`src/rtl/scr1_tcm_pkg.sv`:
```
// Shared types for the TCM data-port controller: dmem protocol enums,
// the data-port FSM encoding and the fixed lane geometry.
package scr1_tcm_pkg;

  localparam int unsigned SCR1_TCM_WIDTH  = 32;
  localparam int unsigned SCR1_TCM_NBYTES = SCR1_TCM_WIDTH / 8;

  typedef enum logic {
    SCR1_MEM_CMD_RD = 1'b0,
    SCR1_MEM_CMD_WR = 1'b1
  } type_scr1_mem_cmd_e;

  typedef enum logic [1:0] {
    SCR1_MEM_WIDTH_BYTE  = 2'd0,
    SCR1_MEM_WIDTH_HWORD = 2'd1,
    SCR1_MEM_WIDTH_WORD  = 2'd2,
    SCR1_MEM_WIDTH_ERROR = 2'd3
  } type_scr1_mem_width_e;

  typedef enum logic [1:0] {
    SCR1_MEM_RESP_IDLE   = 2'd0,
    SCR1_MEM_RESP_RDY_OK = 2'd1,
    SCR1_MEM_RESP_RDY_ER = 2'd2
  } type_scr1_mem_resp_e;

  typedef enum logic [1:0] {
    SCR1_TCM_FSM_IDLE     = 2'd0,
    SCR1_TCM_FSM_RD_RESP  = 2'd1,
    SCR1_TCM_FSM_WR_RESP  = 2'd2,
    SCR1_TCM_FSM_ERR_RESP = 2'd3
  } type_scr1_tcm_dport_fsm_e;

endpackage : scr1_tcm_pkg

```
`src/rtl/scr1_tcm_lane_align.sv`:
```
// Byte-lane alignment for a 32-bit TCM port: store-side byte enables and
// data replication, load-side right shift and width masking. Purely
// combinational so it can be reused by the instruction-port path.
module scr1_tcm_lane_align
  import scr1_tcm_pkg::*;
(
  input  logic [1:0]  st_width_i,
  input  logic [1:0]  st_offset_i,
  input  logic [31:0] st_wdata_i,
  output logic [3:0]  st_wmask_o,
  output logic [31:0] st_wdata_o,
  input  logic [1:0]  ld_width_i,
  input  logic [1:0]  ld_offset_i,
  input  logic [31:0] ld_rdata_i,
  output logic [31:0] ld_rdata_o
);

  logic [31:0] ld_shifted;

  // Store path: replicate the right-justified operand across all lanes so the
  // byte enables alone select where it lands.
  always_comb begin
    st_wmask_o = 4'b0000;
    st_wdata_o = 32'h0;
    case (st_width_i)
      SCR1_MEM_WIDTH_BYTE: begin
        st_wmask_o = 4'b0001 << st_offset_i;
        st_wdata_o = {4{st_wdata_i[7:0]}};
      end
      SCR1_MEM_WIDTH_HWORD: begin
        st_wmask_o = 4'b0011 << st_offset_i;
        st_wdata_o = {2{st_wdata_i[15:0]}};
      end
      SCR1_MEM_WIDTH_WORD: begin
        st_wmask_o = 4'b1111;
        st_wdata_o = st_wdata_i;
      end
      default: begin
        st_wmask_o = 4'b0000;
        st_wdata_o = 32'h0;
      end
    endcase
  end

  assign ld_shifted = ld_rdata_i >> {ld_offset_i, 3'b000};

  // Load path: bring the addressed lane down to bit 0 and zero the bits above
  // the access width.
  always_comb begin
    ld_rdata_o = 32'h0;
    case (ld_width_i)
      SCR1_MEM_WIDTH_BYTE:  ld_rdata_o = {24'h0, ld_shifted[7:0]};
      SCR1_MEM_WIDTH_HWORD: ld_rdata_o = {16'h0, ld_shifted[15:0]};
      SCR1_MEM_WIDTH_WORD:  ld_rdata_o = ld_shifted;
      default:              ld_rdata_o = 32'h0;
    endcase
  end

endmodule : scr1_tcm_lane_align

```
`src/rtl/scr1_tcm_dport_ctrl.sv`:
```
// TCM data-port controller: accepts dmem requests (one per cycle), drives
// port B of the TCM RAM and returns an OKAY/ERROR response the next cycle.
// Misaligned, reserved-width and out-of-range accesses never touch the RAM.
module scr1_tcm_dport_ctrl
  import scr1_tcm_pkg::*;
#(
  parameter int unsigned SCR1_WIDTH  = 32,
  parameter int unsigned SCR1_SIZE   = 32'h00010000,
  parameter int unsigned SCR1_NBYTES = SCR1_WIDTH / 8,
  parameter int unsigned AW          = $clog2(SCR1_SIZE)
) (
  input  logic                   clk,
  input  logic                   rst,
  input  logic                   dmem_req,
  input  logic                   dmem_cmd,
  input  logic [1:0]             dmem_width,
  input  logic [31:0]            dmem_addr,
  input  logic [SCR1_WIDTH-1:0]  dmem_wdata,
  output logic                   dmem_req_ack,
  output logic [SCR1_WIDTH-1:0]  dmem_rdata,
  output logic [1:0]             dmem_resp,
  output logic                   mem_ren,
  output logic                   mem_wen,
  output logic [SCR1_NBYTES-1:0] mem_wmask,
  output logic [AW-3:0]          mem_addr,
  output logic [SCR1_WIDTH-1:0]  mem_wdata,
  input  logic [SCR1_WIDTH-1:0]  mem_rdata
);

  localparam logic [1:0] ST_IDLE = 2'(SCR1_TCM_FSM_IDLE);
  localparam logic [1:0] ST_RD   = 2'(SCR1_TCM_FSM_RD_RESP);
  localparam logic [1:0] ST_WR   = 2'(SCR1_TCM_FSM_WR_RESP);
  localparam logic [1:0] ST_ERR  = 2'(SCR1_TCM_FSM_ERR_RESP);

  logic [1:0]  state_q, state_d;
  logic [1:0]  ld_offset_q, ld_offset_d;
  logic [1:0]  ld_width_q, ld_width_d;

  logic        accept;
  logic        addr_err;
  logic        rd_go;
  logic        wr_go;
  logic [3:0]  st_wmask;
  logic [31:0] st_wdata;
  logic [31:0] ld_rdata;

  // The error state is the only one that refuses a new request, which gives
  // the single bubble after an error; reset also blocks acceptance.
  assign accept       = dmem_req & ~rst & (state_q != ST_ERR);
  assign dmem_req_ack = accept;

  // Access legality: reserved width, natural alignment, and address bits
  // beyond the TCM window.
  always_comb begin
    addr_err = 1'b0;
    case (dmem_width)
      SCR1_MEM_WIDTH_HWORD: addr_err = dmem_addr[0];
      SCR1_MEM_WIDTH_WORD:  addr_err = |dmem_addr[1:0];
      SCR1_MEM_WIDTH_ERROR: addr_err = 1'b1;
      default:              addr_err = 1'b0;
    endcase
    if (|dmem_addr[31:AW]) begin
      addr_err = 1'b1;
    end
  end

  assign rd_go = accept & ~addr_err & (dmem_cmd == SCR1_MEM_CMD_RD);
  assign wr_go = accept & ~addr_err & (dmem_cmd == SCR1_MEM_CMD_WR);

  scr1_tcm_lane_align u_lane_align (
    .st_width_i  (dmem_width),
    .st_offset_i (dmem_addr[1:0]),
    .st_wdata_i  (dmem_wdata),
    .st_wmask_o  (st_wmask),
    .st_wdata_o  (st_wdata),
    .ld_width_i  (ld_width_q),
    .ld_offset_i (ld_offset_q),
    .ld_rdata_i  (mem_rdata),
    .ld_rdata_o  (ld_rdata)
  );

  // RAM port B drive; address/data/mask are held at zero when idle so the
  // port does not toggle on unrelated request traffic.
  always_comb begin
    mem_ren   = rd_go;
    mem_wen   = wr_go;
    mem_addr  = '0;
    mem_wmask = '0;
    mem_wdata = '0;
    if (rd_go || wr_go) begin
      mem_addr = dmem_addr[AW-1:2];
    end
    if (wr_go) begin
      mem_wmask = st_wmask;
      mem_wdata = st_wdata;
    end
  end

  // Next state and captured load alignment; a cycle without an accepted
  // request always returns to IDLE.
  always_comb begin
    state_d     = ST_IDLE;
    ld_offset_d = ld_offset_q;
    ld_width_d  = ld_width_q;
    if (accept) begin
      if (addr_err) begin
        state_d = ST_ERR;
      end else if (dmem_cmd == SCR1_MEM_CMD_WR) begin
        state_d = ST_WR;
      end else begin
        state_d     = ST_RD;
        ld_offset_d = dmem_addr[1:0];
        ld_width_d  = dmem_width;
      end
    end
  end

  // State registers with synchronous reset.
  always_ff @(posedge clk) begin
    if (rst) begin
      state_q     <= ST_IDLE;
      ld_offset_q <= 2'b00;
      ld_width_q  <= 2'b00;
    end else begin
      state_q     <= state_d;
      ld_offset_q <= ld_offset_d;
      ld_width_q  <= ld_width_d;
    end
  end

  // Response decode; a reset arriving during a response state silences that
  // response immediately rather than letting it leak out for a cycle.
  always_comb begin
    dmem_resp  = SCR1_MEM_RESP_IDLE;
    dmem_rdata = '0;
    if (!rst) begin
      case (state_q)
        ST_RD: begin
          dmem_resp  = SCR1_MEM_RESP_RDY_OK;
          dmem_rdata = ld_rdata;
        end
        ST_WR:   dmem_resp = SCR1_MEM_RESP_RDY_OK;
        ST_ERR:  dmem_resp = SCR1_MEM_RESP_RDY_ER;
        default: dmem_resp = SCR1_MEM_RESP_IDLE;
      endcase
    end
  end

endmodule : scr1_tcm_dport_ctrl
```
`config.mk`:
```
export PLATFORM = sky130hd
export DESIGN_NAME = scr1_tcm_dport_ctrl
export DESIGN_NICKNAME = d
export VERILOG_FILES = /design/src/rtl/scr1_tcm_pkg.sv /design/src/rtl/scr1_tcm_lane_align.sv /design/src/rtl/scr1_tcm_dport_ctrl.sv
export SDC_FILE = /design/constraint.sdc
export NUM_CORES = 1
export LEC_CHECK = 0
export BUFFER_PORTS_ARGS = -buffer_cell sky130_fd_sc_hd__buf_4
export CAP_MARGIN = 20
export CORE_MARGIN = 2
export CORE_UTILIZATION = 30
export DETAILED_ROUTE_END_ITERATION = 10
export GPL_ROUTABILITY_DRIVEN = 0
export PLACE_DENSITY_LB_ADDON = 0.05
export SLEW_MARGIN = 20
export SYNTH_ARGS = -nofsm -noshare
export SYNTH_HDL_FRONTEND = slang
export SYNTH_HIERARCHICAL = 1
export SYNTH_SLANG_ARGS = --single-unit
```
`constraint.sdc`:
```
create_clock -name clk -period 4.6 [get_ports clk]
set_input_delay 0.69 -clock clk [delete_from_list [all_inputs] [get_ports clk]]
set_output_delay 0.69 -clock clk [all_outputs]
set_load 0.03 [all_outputs]
```
* Word-level counts from Yosys, hierarchy flattened *
Index checks and enable logic that the tools add are counted.

word-level totals
  flip-flop bits (word level) = 6
  bits of input ports = 102
  logic and storage cells = 46

operators by class
  equality and inequality tests = 9
  shift operators = 3
  mux-type cells = 14
  bitwise gates (word level) = 9
  reduce and logical (&&, ||, !) cells = 8

operator list
  kind                   count
  $pmux W32 S3           2
  $mux W32               3
  $shr A32 B5 Y32        1
  $reduce_or A16 Y1      1
  $mux W14               1
  $pmux W4 S3            1
  $eq A2 B2 Y1 const B   5
  $eq A2 B1 Y1 const B   3
  $mux W2                3
  $reduce_or A2 Y1       3
  $and A1 B1 Y1          5
  $logic_not A2 Y1       2
  $mux W4                1
  $not A1 Y1             4
  $pmux W2 S2            1
  $shl A1 B2 Y4 const A  1
  $shl A2 B2 Y4 const A  1
  $pmux W1 S3            1
  $reduce_and A3 Y1      1
  $ne A2 B2 Y1 const B   1
  $logic_or A1 B1 Y1     1
  $mux W1                1

* Logic depth before layout (Yosys ltp) *
Gate-level depths: netlist of the first run.

  depth after elaboration = 8
  mapped depth = 6

* Cells and area by module *
The synthesis of the first run kept the hierarchy.

by module, submodules not included
  module               times used  cells an instance  area each (um^2)  seq. area each (um^2)
  scr1_tcm_lane_align  1           171                1072.3            0.0
  scr1_tcm_dport_ctrl  1           137                1017.2            120.1

* Worst setup path before layout of the first run *
No wires, ideal clock.

  path kind = input-to-output
  start point = in dmem_addr[25]
  end point = out mem_wdata[25]
  arrival = 2.171 ns
  required time = 3.910 ns
  slack = 1.739 ns
  cell stages on the path = 5
  buffers on the path = 1
  cells stage by stage = nor4_4 nand4_4 nor4_4 buf_6 and2_1

between the ends
  cells in the longest elaborated chain, start to end = 6

RTL lines
  what                         RTL line                   text
  start, declared              scr1_tcm_dport_ctrl.sv:17  input logic [31:0] dmem_addr,
  $reduce_or A16 Y1            scr1_tcm_dport_ctrl.sv:62  if (|dmem_addr[31:AW]) begin
  $mux W1                      scr1_tcm_dport_ctrl.sv:62
  $not A1 Y1 (no source line)  -
  $and A1 B1 Y1 (2 in a row)   scr1_tcm_dport_ctrl.sv:68  assign wr_go = accept & ~addr_err & (dmem_cmd == SCR1_MEM_CMD_WR);
  net mem_wen                  scr1_tcm_dport_ctrl.sv:23  output logic mem_wen,
  $mux W32                     scr1_tcm_dport_ctrl.sv:93  if (wr_go) begin
  end, declared                scr1_tcm_dport_ctrl.sv:26  output logic [SCR1_WIDTH-1:0] mem_wdata,

The timed path passes the listed nets, and every way through them passes these cells.

* Final worst setup path of the first run *
  start point = in dmem_addr[18]
  end point = out mem_addr[2]

between the ends
  cells in the longest elaborated chain, start to end = 7
  elaborated cells between the ends (all ways) = 8
  classes of those cells = mux: 2; bitwise: 4; reduce/logical: 2

RTL lines
  what                              RTL line                                              text
  $reduce_or A16 Y1 *               scr1_tcm_dport_ctrl.sv:62
  $mux W1 *                         scr1_tcm_dport_ctrl.sv:62
  $not A1 Y1 (no source line) *     -
  $and A1 B1 Y1 *                   scr1_tcm_dport_ctrl.sv:67, scr1_tcm_dport_ctrl.sv:68
  $and A1 B1 Y1 (on tied branches)  scr1_tcm_dport_ctrl.sv:67, scr1_tcm_dport_ctrl.sv:68
  $logic_or A1 B1 Y1 *              scr1_tcm_dport_ctrl.sv:90                             if (rd_go || wr_go) begin
  $mux W14 *                        scr1_tcm_dport_ctrl.sv:90
  end, declared                     scr1_tcm_dport_ctrl.sv:25                             output logic [AW-3:0] mem_addr,

Mark *: on every way between the ends. The rest lies on a longest branch, timed or not.

==> flow_results.org, run 1 <==
** STA
- The number of pins with negative max-slew slack in the final report was 0.
- After routing, the total negative slack on setup checks comes to 0 ns.
- The worst path uses 66.1% of the clock period.
- The clock arrives with 0.00461 ns of skew.
- The clock period could shrink to 3.04 ns.
- Worst-case setup margin in the final layout :: 1.56 ns
- The count of final hold-check violations came to 0.
- Setup repair after global routing left no endpoint under its margin.
- Derived from the worst setup path, the maximum achievable clock frequency is 329 MHz.
- Measured slew at the worst slew-check pin :: 0.868 ns
- Setup violations remaining at the end of the flow were counted as 0.
- Relative slew slack :: 41.7%

** Synthesis
- For this run, the register share of the synthesized area comes to 5.75%.
- Total of warnings raised by yosys :: 6
- The cell area that synthesis handed to floorplanning was 0.00209 mm².
- Synthesized Nets :: 413
- Post-synthesis area per instance :: 6.78 µm²
- Share of flip-flops with an asynchronous set or reset after synthesis :: 0%
- Distinct cells, synth :: 32
- Number of register bits inferred by synthesis :: 6
- In the synthesized netlist the dominant register cell turns out to be sky130_fd_sc_hd__dfxtp_1.
- Synthesis produced 308 cells.
- Number of synthesized flops with an enable pin :: 0

** Setup path
- The worst register-to-register path ends at ld_offset_q[0].
- Slowest stage cell, crit path :: sky130_fd_sc_hd__nor3_2
- Data on the critical path is required at its endpoint by 3.91 ns.
- The worst setup path is of the in -> out kind.
- Top cell by count, worst path :: sky130_fd_sc_hd__buf_4
- Cell depth of the worst flop-to-flop path :: 5
- On the worst path, the slowest cell contributes a delay of 0.58 ns.
- The signal on the critical path passes through buf_4 -> nor4_4 -> nand4_4 -> nor3_2 -> and2_1 -> buf_4.
- Critical-path maximum fanout :: 14
- STA classifies the critical path endpoint as an output pin.
- Startpoint types :: primary input
- Critical path data arrival time :: 2.35 ns
- The worst register-to-register path begins at state_q[0].
- The worst register-to-register path has a setup slack of 2.57 ns.

** Pwr
- Net switching fraction of the power :: 31.2%
- Combinational cells account for 54.1% of the total power.
- Total power divided by cell area :: 80.9 mW/mm²
- Part of the power in registers :: 19.0%
- Relative contribution of the clock network to total power :: 27.0%
- The internal power of the cells totals 197 µW.
- Maximum vdd ir drop :: 0.118 mV
- Net switching power :: 89.2 µW
- Summed over all cells, the static leakage comes to 0.00174 µW.

** Floorplanning
- After floorplanning, the core was divided into 30 placement rows.
- Area of the die :: 0.00765 mm²
- Y dimension of the die :: 87.5 µm
- Initial standard-cell utilization of the core :: 30.9%
- Total I/O pin count :: 189
- The core region is 0.00676 mm².
- Measured along the x axis, the die boundary spans 87.5 µm.

** Job
- Across the run, the number of max-cap violations was 0.

** Clock tree
- Root Driver :: sky130_fd_sc_hd__clkbuf_8
- Num CTS Buffers :: 3
- Post-CTS clock slew at the launch and capture registers of the worst setup and hold paths :: 0.03 ns
- Number of hold buffers added after CTS :: 0
- Number of gates resized after CTS :: 0
- Number of sinks driven by the clock tree :: 6
- Post-CTS setup repair buffer count :: 0
- In this run the deepest clock path goes through 2 buffers.
- The later pin in the worst-skew pair is clocked with a latency of 0.22 ns.
- Clock tree from TritonCTS :: yes
- In this run the number of H-tree levels came out at 1.

** Routing
- The routed layout has 2,745 vias.
- The final layout contains routed wiring with a total length of 7680 µm.
- The first detailed-routing pass ran for 4 iterations.
- Routed length per placed instance :: 13.8 µm
- Remaining antenna violation count after routing :: 0
- After the first detailed-routing iteration, the DRC count stood at 72.
- After detailed routing, the number of vias per cell comes to 4.92.
- For this run, design rule violations remaining after detail routing come to 0.

** Placed design
- Timing analysis after detailed placement gives a worst setup slack of 1.23 ns.
- Detailed-placement wirelength estimate :: 5980 µm
- Placed Instances :: 555
- Port buffering added 188 buffers.

** Global routing
- Overflow left after global routing :: 0
- In the global route stage, overall resource usage came out at 18.4%.
- Pin count of the biggest net entering global routing :: 38
- First-pass GRT wire length :: 11,600 µm
- Via count of the first global-routing pass :: 2,503
- The number of antenna violations at the first check in global routing is 0.

** Min path
- The startpoint identified for the worst hold timing path is ld_width_q[1].
- The worst hold path belongs to the class reg -> reg.
- Counting instances, the worst hold path has a depth of 2.
- WHS Endpoint :: ld_width_q[1]

** Status
- The flow ran to the end, and the final reports show no timing, DRC or antenna violations.

** Finish
- NumNets Final :: 585
- Fraction of final layout cells with drive strength greater than 1 :: 42.7%
- Diodes inserted :: 0
- Excluding fillers, the count of instances in the completed layout stands at 558.
- Relative to the synthesized area, the layout overhead comes to 69.0%.
## logic make-up after synthesis
| family | after synthesis | share of synthesized area, % |
|---|---|---|
| compound gates | 80 | 22.8 |
| xor+xnor | 1 | 0.419 |
| flops | 6 | 5.75 |
| fa+ha+maj | 3 | 1.80 |
| buf+inv | 26 | 6.89 |
| simple gates | 175 | 54.3 |
| mux | 17 | 8.14 |
## worst max-delay path: cells and delay by family
family,cells,cell delay (ns)
buffers and inverters,2,0.28
and+or+nand+nor,4,1.38
## final cells by class
type,count,area [µm²]
Clock buffer,3,41.3
Fill cell,682,3230
Inverter,3,11.3
Multi-Input combinational cell,276,1830
Sequential cell,6,121
Tap cell,80,100
Timing Repair Buffer,190,1430
## metrics by stage
| step | area [µm²] | hold WS, ns | utilization [%] | power, µW |
|---|---|---|---|---|
| after floorplan | 2090 | 0.450 | - | 119 |
| after global placement | 3480 | 0.505 | 51.6 | 207 |
| after detailed placement | 3480 | 0.508 | 51.6 | 209 |
| after CTS | 3530 | 0.513 | 52.2 | 289 |
| after global routing | 3530 | 0.547 | 52.3 | 307 |
| final | 3530 | 0.510 | 52.3 | 286 |
## worst max-delay path by stage
stage,startpoint,to,slack (ns),depth (start not counted)
after floorplan,dmem_addr[25],mem_wdata[25],1.74,5
after global placement,dmem_addr[26],mem_addr[9],1.34,6
after detailed placement,dmem_addr[18],mem_addr[2],1.23,6
after CTS,dmem_addr[18],mem_addr[2],1.18,6
after global routing,dmem_addr[18],mem_addr[6],1.36,6
final,dmem_addr[18],mem_addr[2],1.56,6
## Yosys cell counts, types with 4 or more instances
library cell	count	share of area (%)
sky130_fd_sc_hd__a211oi_1	16	5.7
sky130_fd_sc_hd__a21o_1	8	2.9
sky130_fd_sc_hd__a21oi_1	24	5.7
sky130_fd_sc_hd__and2_1	98	29
sky130_fd_sc_hd__buf_2	7	1.7
sky130_fd_sc_hd__buf_6	4	2.2
sky130_fd_sc_hd__clkbuf_1	9	1.6
sky130_fd_sc_hd__dfxtp_1	6	5.7
sky130_fd_sc_hd__mux2i_1	17	8.1
sky130_fd_sc_hd__nand2_1	13	2.3
sky130_fd_sc_hd__nand2b_1	9	2.7
sky130_fd_sc_hd__nand4_1	4	1.2
sky130_fd_sc_hd__nor2_1	16	2.9
sky130_fd_sc_hd__nor2b_1	17	5.1
sky130_fd_sc_hd__nor4_4	5	5.1
sky130_fd_sc_hd__o21ai_0	22	5.3
sky130_fd_sc_hd__o22ai_1	8	2.4
## routing by layer
layer / share of wire [%] / routed length, µm / GRT usage [%] / vias up
met5: 0 / 0 / 0 / -
met4: 0.33 / 25 / 1.12 / 0
met3: 8.7 / 665 / 3.79 / 2
met2: 49 / 3780 / 33.1 / 115
met1: 42 / 3200 / 23.6 / 1226
li1: - / - / - / 1402
## placed cells by master (no fill, tap or decap), types with 5 or more instances in the layout
cell type                  netlist  routed
sky130_fd_sc_hd__nor4_4          5       5
sky130_fd_sc_hd__nand2_1        13      13
sky130_fd_sc_hd__nor2b_1        17      17
sky130_fd_sc_hd__a21oi_1        24      24
sky130_fd_sc_hd__nor2_1         16      16
sky130_fd_sc_hd__dfxtp_1         6       5
sky130_fd_sc_hd__a211oi_1       16      16
sky130_fd_sc_hd__buf_4           2     190
sky130_fd_sc_hd__o21ai_0        22      22
sky130_fd_sc_hd__and2_1         98      98
sky130_fd_sc_hd__o22ai_1         8       8
sky130_fd_sc_hd__mux2i_1        17      17
sky130_fd_sc_hd__a21o_1          8       8
sky130_fd_sc_hd__nand2b_1        9       9
## power groups by stage
stage	clock network, µW	registers (µW)	logic (µW)
after floorplan	0	54.8	64.3
after global placement	0	54.9	152
after detailed placement	0	55.0	154
after CTS	80.3	54.2	155
after global routing	81.7	54.4	171
final	77.1	54.2	154
## sequential cells by signal, summed over array words and instances (netlist names)
| signal | flops |
|---|---|
| state_q | 2 |
| ld_offset_q | 2 |
| ld_width_q | 2 |
Note: power is estimated with default switching activity, not from simulation.
==> run 2: changes to the inputs <==
==> constraint.sdc (replaced) <==
create_clock -name clk -period 2.8 [get_ports clk]
set_input_delay 0.42 -clock clk [delete_from_list [all_inputs] [get_ports clk]]
set_output_delay 0.42 -clock clk [all_outputs]
set_load 0.03 [all_outputs]
==> run 2 against run 1 <==
  * Sequential share of layout area is 0.053 points lower
  * Worst hold slack got worse by 0.12 ns
  * Critical path depth rose by 1
  * Die area stayed put
  * Largest power group unchanged
==> flow_results.org, run 2 (same netlist as run 1, synthesis figures left out) <==
** Routing
- The vias after detailed routing was 2,757 (+0.44%).
- Number of vias per cell after detailed routing :: 4.87 (-0.98%)
- The total routed wirelength was 7560 µm (-1.6%).
- Routed length per placed instance :: 13.4 µm (-3.0%)
- Initial drt markers :: 54 (-25%)
- The number of nets with antenna violations after routing is 0 (unchanged).
- Number of detailed-routing iterations run before antenna repair :: 4 (unchanged)
- The number of design rule violations left after detail routing is 0 (unchanged).

** Clock tree
- Post-CTS setup repair buffer count :: 0 (unchanged)
- Number of H-tree levels :: 1 (unchanged)
- TritonCTS built the clock tree.
- The CTS buffer count was 3 (unchanged).
- Number of gates resized after CTS :: 0 (unchanged)
- Root Driver :: sky130_fd_sc_hd__clkbuf_8
- Number of sinks driven by the clock tree :: 6 (unchanged)
- The number of buffers added to fix hold violations after cts came to 0 (unchanged).
- The maximum buffer depth of the clock tree came to 2 (unchanged).
- The clock slew seen by the registers of the worst setup and hold paths is 0.03 ns (about the same).
- Clock Latency Late Sink :: 0.22 ns (about the same)

** STA
- After layout, the minimum clock period comes to 2.47 ns.
- The count of final hold-check violations was 0 (unchanged).
- Max-slew violations :: 0 (unchanged)
- The measured slew at the worst slew-check pin came to 0.547 ns (-0.321 ns).
- Relative slew slack :: 63.6% (+22 points)
- Sum of negative setup slack :: 0 ns (unchanged)
- Setup repair after global routing missed its margin :: false
- Timing would allow up to 405 MHz.
- Final setup skew :: 0.00206 ns (-0.00255 ns)
- Dividing the final minimum period by the clock period gives 88.2%.
- The number of setup violations in the final report came to 0 (unchanged).

** Global routing
- First-pass GRT wire length :: 11,100 µm (-4.3%)
- The total global-route track usage came to 17.6% (-0.82 points).
- Met2 Use GR :: 31.8% (-1.2 points)
- After global routing, the most crowded layer is met2.
- The pin count of the biggest net entering global routing is 38 (unchanged).
- Global routing usage on met1 :: 22.7% (-0.98 points)
- The met3 track demand over resource was 3.41% (-0.38 points).
- The number of antenna violations at the first check in global routing is 0 (unchanged).
- Overflow left after global routing :: 0 (unchanged)
- The via count of the first global-routing pass was 2,401 (-4.1%).

** Pwr
- Power Internal :: 325 µW (+66%)
- The total design power was 470 µW (+65%).
- The share of power burned in the clock network came to 26.3% (-0.7 points).
- The sequential share of power was 18.9% (about the same).
- Net switching power :: 145 µW (+62%)
- Total power divided by cell area :: 131 mW/mm² (+62%)
- Net switching fraction of the power :: 30.8% (-0.40 points)
- The maximum resistive drop on vdd came to 0.242 mV (+110%).
- Leakage power of the design :: 0.00178 µW (+2.4%)
- The combinational fraction of design power came to 54.8% (+0.7 points).

** Job
- The max-cap check violation count was 0 (unchanged).

** Setup path
- WS Path Type :: in -> out
- The critical-path maximum fanout is 37 (+23).
- In this run the critical register-to-register path is launched from state_q[0].
- STA classifies the critical path endpoint as an output pin.
- Cell depth of the worst flop-to-flop path :: 6 (+1)
- The worst register-to-register path ends at ld_offset_q[1].
- Startpoint types :: primary input
- The flop-to-flop setup slack came to 1.17 ns (-1.40 ns).
- The critical path data required time came to 2.38 ns (-1.53 ns).
- Critical path data arrival time :: 2.05 ns (-0.30 ns)

** Finish
- The library cells used most frequently in the layout, excluding fill and tap cells, are sky130_fd_sc_hd__buf_4 (198), sky130_fd_sc_hd__and2_1 (98), sky130_fd_sc_hd__a21oi_1 (24), sky130_fd_sc_hd__o21ai_0 (22).
- The total of fill cells in the finished design came to 713 (+4.5%).
- Diodes inserted :: 0 (unchanged)
- Leaving out fill and tap cells, the most frequent cell in the layout is sky130_fd_sc_hd__buf_4.
- NumNets Final :: 593 (+1.4%)
- Fraction of final layout cells with drive strength greater than 1 :: 43.4% (+0.74 points)
- From synthesis to final layout, the design area changed by 71.6%.
- Largest registers ranked by flip-flop count :: ld_offset_q (2), ld_width_q (2), state_q (2)

** Min path
- The worst hold path begins at dmem_cmd.
- The number of instances on the worst hold path came to 2 (unchanged).
- Worst hold-check path type :: in -> reg
- WHS Endpoint :: state_q[0]

** Floorplanning
- Initial standard-cell utilization of the core :: 30.9% (unchanged)
- The y dimension of the die came to 87.5 µm (unchanged).
- The die boundary width came to 87.5 µm (unchanged).
- Row count :: 30 (unchanged)
- The number of I/O pins is 189 (unchanged).
- The core box area came to 0.00676 mm² (unchanged).
- The die footprint came to 0.00765 mm² (unchanged).

** Placed design
- The placed wire-length estimate after detailed placement was 6050 µm (+1.0%).
- Port Buffers :: 188 (unchanged)

** Status
- The run finished with clean final reports.
[run 2: cell type report]
| cell class | count | area [µm²] | area share, % |
|---|---|---|---|
| Multi-Input combinational cell | 276 | 1830 | 50.9 |
| Sequential cell | 6 | 121 | 3.38 |
| Tap cell | 80 | 100 | 2.79 |
| Inverter | 3 | 11.3 | 0.314 |
| Clock buffer | 3 | 41.3 | 1.15 |
| Timing Repair Buffer | 198 | 1490 | 41.5 |
[run 2: stage by stage]
step,setup slack (ns),util [%],area [µm²],cells,hold WS [ns]
4_1_cts,0.310,53.1,3590,566,0.391
3_5_place_dp,0.314,52.5,3540,563,0.509
5_1_grt,0.200,53.1,3590,566,0.402
3_3_place_gp,0.348,52.5,3540,563,0.510
6_report,0.329,53.1,3590,566,0.393
2_1_floorplan,0.479,-,2090,308,0.450
[run 2: power by group through the flow]
stage / clock, µW / combinational [µW] / sequential (µW)
floorplan: 0 / 106 / 90.0
global placement: 0 / 254 / 90.3
detailed placement: 0 / 258 / 90.3
CTS: 127 / 259 / 89.1
global route: 136 / 283 / 89.2
finish: 124 / 257 / 89.0
[run 2: worst max-delay path by stage]
stage             startpoint            end  slack, ns
2_1_floorplan  dmem_addr[25]  mem_wdata[25]       0.48
3_3_place_gp   dmem_addr[25]   mem_wdata[6]       0.35
3_5_place_dp   dmem_addr[25]   mem_wmask[2]       0.31
4_1_cts        dmem_addr[25]   mem_wmask[2]       0.31
5_1_grt        dmem_addr[25]   mem_wdata[5]       0.20
6_report       dmem_addr[25]  mem_wdata[19]       0.33
[run 2: routing by layer]
metal	wire (µm)	part of all wire [%]
met4	14	0.19
met3	593	7.8
met5	0	0
met1	3250	43
met2	3700	49
[run 2: worst max-delay path, cell delays in order]
cell	delay, ns
sky130_fd_sc_hd__buf_4	0.12
sky130_fd_sc_hd__nor4_4	0.34
sky130_fd_sc_hd__nand4_4	0.23
sky130_fd_sc_hd__nor4_4	0.29
sky130_fd_sc_hd__buf_4	0.31
sky130_fd_sc_hd__and2_1	0.18
sky130_fd_sc_hd__buf_4	0.15
==> run 3: changes to the inputs <==
--- a/config.mk
+++ b/config.mk
@@ -7,8 +7,11 @@
 export LEC_CHECK = 0
 export BUFFER_PORTS_ARGS = -buffer_cell sky130_fd_sc_hd__buf_4
 export CAP_MARGIN = 20
+export CELL_PAD_IN_SITES_DETAIL_PLACEMENT = 1
+export CELL_PAD_IN_SITES_GLOBAL_PLACEMENT = 2
+export CORE_ASPECT_RATIO = 0.75
 export CORE_MARGIN = 2
-export CORE_UTILIZATION = 30
+export CORE_UTILIZATION = 17
 export DETAILED_ROUTE_END_ITERATION = 10
 export GPL_ROUTABILITY_DRIVEN = 0
 export PLACE_DENSITY_LB_ADDON = 0.05
==> run 3 against run 2 <==
  * Maximum frequency is 2.7% higher
  * Die area is 73% higher
  * Sequential share of layout area is 0.15 points lower
  * Total power is 24% higher
  * Combinational power is 3% higher
  * Cell area is 4.6% higher
  * Largest cell class unchanged
==> flow_results.org, run 3 (same netlist as run 1, synthesis figures left out) <==
** Status
- Status :: complete, no violations

** Floorplanning
- The y dimension of the die came to 100 µm (+14%).
- Horizontal die dimension :: 132 µm (+51%)
- The standard-cell row count is 35 (+17%).
- The die footprint was 0.0132 mm² (+73%).
- Core footprint :: 0.0121 mm² (+80%)
- The initial core utilization came to 17.2% (-14 points).
- Total I/O pin count :: 189 (unchanged)

** Routing
- The number of design rule violations left after detail routing came to 0 (unchanged).
- The total routed wirelength is 9280 µm (+23%).
- Wire length on met3 :: 528 µm (-11%)
- The met1 wire length came to 4550 µm (+40%).
- Number of detailed-routing iterations run before antenna repair :: 4 (unchanged)
- The average wire per cell in the routed design was 14.2 µm (+6.6%).
- The number of nets with antenna violations after routing came to 0 (unchanged).
- Initial drt markers :: 71 (+31%)
- The vias after detailed routing came to 2,738 (-0.69%).
- The routed length on met2 came to 4200 µm (+13%).
- Top routing layer used :: met3
- Number of vias per cell after detailed routing :: 4.20 (-14%)

** Global routing
- The sum of overflow across all layers after global routing came to 0 (unchanged).
- GRT Util Overall :: 13.3% (-4.3 points)
- The number of antenna violations at the first check in global routing is 0 (unchanged).
- The via count of the first global-routing pass is 2,768 (+15%).
- Pin count of the biggest net entering global routing :: 38 (unchanged)
- The first-pass GRT wire length was 14,600 µm (+31%).

** Pwr
- Leakage power of the design :: 0.00180 µW (+1.2%)
- Maximum vdd ir drop :: 0.280 mV (+16%)
- The total power density per cell area came to 155 mW/mm² (+19%).

** Setup path
- Launch instance of the worst register-to-register path :: state_q[0]
- STA classifies the critical path startpoint as a primary input.
- Cell depth of the worst flop-to-flop path :: 6 (unchanged)
- Critical path capture point type :: output pin
- Required time of the critical path :: 2.38 ns (about the same)
- WS Path Type :: in -> out
- Slack of the worst reg-to-reg path :: 1.11 ns (-0.06 ns)
- The worst endpoint data arrival time was 1.99 ns (-0.06 ns).
- Reg-to-reg critical path endpoint :: ld_width_q[0]
- The critical-path maximum fanout came to 37 (unchanged).

** STA
- The number of pins with negative max-slew slack in the final report was 0 (unchanged).
- Final setup skew :: 0.000184 ns (-0.00188 ns)
- Relative slew slack :: 43.8% (-20 points)
- The number of setup violations in the final report is 0 (unchanged).
- Sum of negative setup slack :: 0 ns (unchanged)
- Hold Fails Final Rpt :: 0 (unchanged)
- The measured slew at the worst slew-check pin was 0.837 ns (+0.290 ns).
- WHS :: 0.399 ns (+0.00611 ns)
- The highest attainable clock frequency is 416 MHz (+2.7%).
- Setup repair after global routing missed its margin :: false
- The final critical-path required period came to 2.41 ns (-0.0643 ns).
- The part of the cycle the worst path needs is 85.9% (-2.3 points).

** Finish
- Signed area change from the synthesized netlist to the final layout :: 79.6%
- Commonest non-fill, non-tap cell in the layout :: sky130_fd_sc_hd__buf_4
- NumNets Final :: 593 (unchanged)
- Area used by multi-input combinational logic :: 0.00183 mm² (unchanged)
- Commonest cells after routing, fill and taps aside :: sky130_fd_sc_hd__buf_4 (196), sky130_fd_sc_hd__and2_1 (98), sky130_fd_sc_hd__a21oi_1 (24), sky130_fd_sc_hd__o21ai_0 (22)
- The total of fill cells in the finished design came to 1,533 (+120%).
- Footprint of the flip-flops and latches :: 121 µm² (unchanged)
- Diodes inserted :: 0 (unchanged)
- Largest registers ranked by flip-flop count :: ld_offset_q (2), ld_width_q (2), state_q (2)
- Fraction of final layout cells with drive strength greater than 1 :: 43.4% (unchanged)

** Min path
- WHS Endpoint :: state_q[0]
- Cell count of the worst hold path :: 2 (unchanged)
- In this run the most critical hold path is launched from dmem_cmd.
- The path class of the tightest hold or removal check is in -> reg.

** Placed design
- Detailed-placement wirelength estimate :: 7640 µm (+26%)
- The number of buffers added on ports is 188 (unchanged).

** Clock tree
- Clock tree from TritonCTS :: yes
- Number of hold buffers added after CTS :: 0 (unchanged)
- The insertion delay of the later-clocked pin in the worst-skew pair came to 0.22 ns (about the same).
- The clock slew seen by the registers of the worst setup and hold paths is 0.03 ns (about the same).
- Post-CTS setup repair buffer count :: 0 (unchanged)
- Number of sinks driven by the clock tree :: 6 (unchanged)
- The root buffer cell chosen for the clock tree is sky130_fd_sc_hd__clkbuf_16.
- The number of H-tree branching levels was 1 (unchanged).
- The maximum buffer depth of the clock tree came to 2 (unchanged).
- Num CTS Buffers :: 3 (unchanged)
- The post-cts repair resize count is 0 (unchanged).

** Job
- The max-cap check violation count is 0 (unchanged).
run 3: where the power goes:
part | internal [µW] | switching, µW
clock | 183 | 45.8
sequential | 87.7 | 1.41
combinational | 147 | 118
total | 418 | 166
run 3: worst max path at each step:
stage | startpoint | to | slack (ns) | cells past startpoint
3_5_place_dp | dmem_addr[26] | mem_wdata[9] | 0.37 | 7
6_report | dmem_addr[26] | mem_wdata[9] | 0.39 | 7
2_1_floorplan | dmem_addr[25] | mem_wdata[25] | 0.48 | 5
5_1_grt | dmem_addr[18] | mem_wdata[9] | 0.29 | 7
3_3_place_gp | dmem_addr[17] | mem_wdata[9] | 0.34 | 7
4_1_cts | dmem_addr[26] | mem_wdata[9] | 0.37 | 7
run 3: through the flow:
stage | util, % | cell area [µm²] | power (µW) | instances | setup slack, ns
finish | 30.9 | 3750 | 583 | 652 | 0.394
global route | 30.9 | 3750 | 626 | 652 | 0.293
CTS | 30.9 | 3750 | 591 | 652 | 0.370
detailed placement | 30.3 | 3680 | 359 | 649 | 0.370
global placement | 30.3 | 3680 | 357 | 649 | 0.342
floorplan | - | 2090 | 196 | 308 | 0.479
run 3: per-layer routing:
layer | track usage [%] | vias to the layer above
met3 | 2.83 | 0
met4 | 0.502 | 0
met5 | 0 | -
met2 | 21.7 | 87
met1 | 19.1 | 1237
li1 | - | 1414
run 3: layout make-up:
cell class / count / share of cell area (%)
inverters: 3 / 0.300
multi-input cells: 276 / 48.6
flip-flops and latches: 6 / 3.23
clock buffers: 3 / 2.00
well taps: 166 / 5.54
repair buffers: 198 / 40.3
run 3: critical path, cell delays in order:
cell and delay [ns]:
sky130_fd_sc_hd__buf_4 0.12, sky130_fd_sc_hd__nor4_4 0.35, sky130_fd_sc_hd__nand4_4 0.20, sky130_fd_sc_hd__nor4_4 0.35
sky130_fd_sc_hd__buf_12 0.21, sky130_fd_sc_hd__and2_1 0.17, sky130_fd_sc_hd__buf_4 0.17
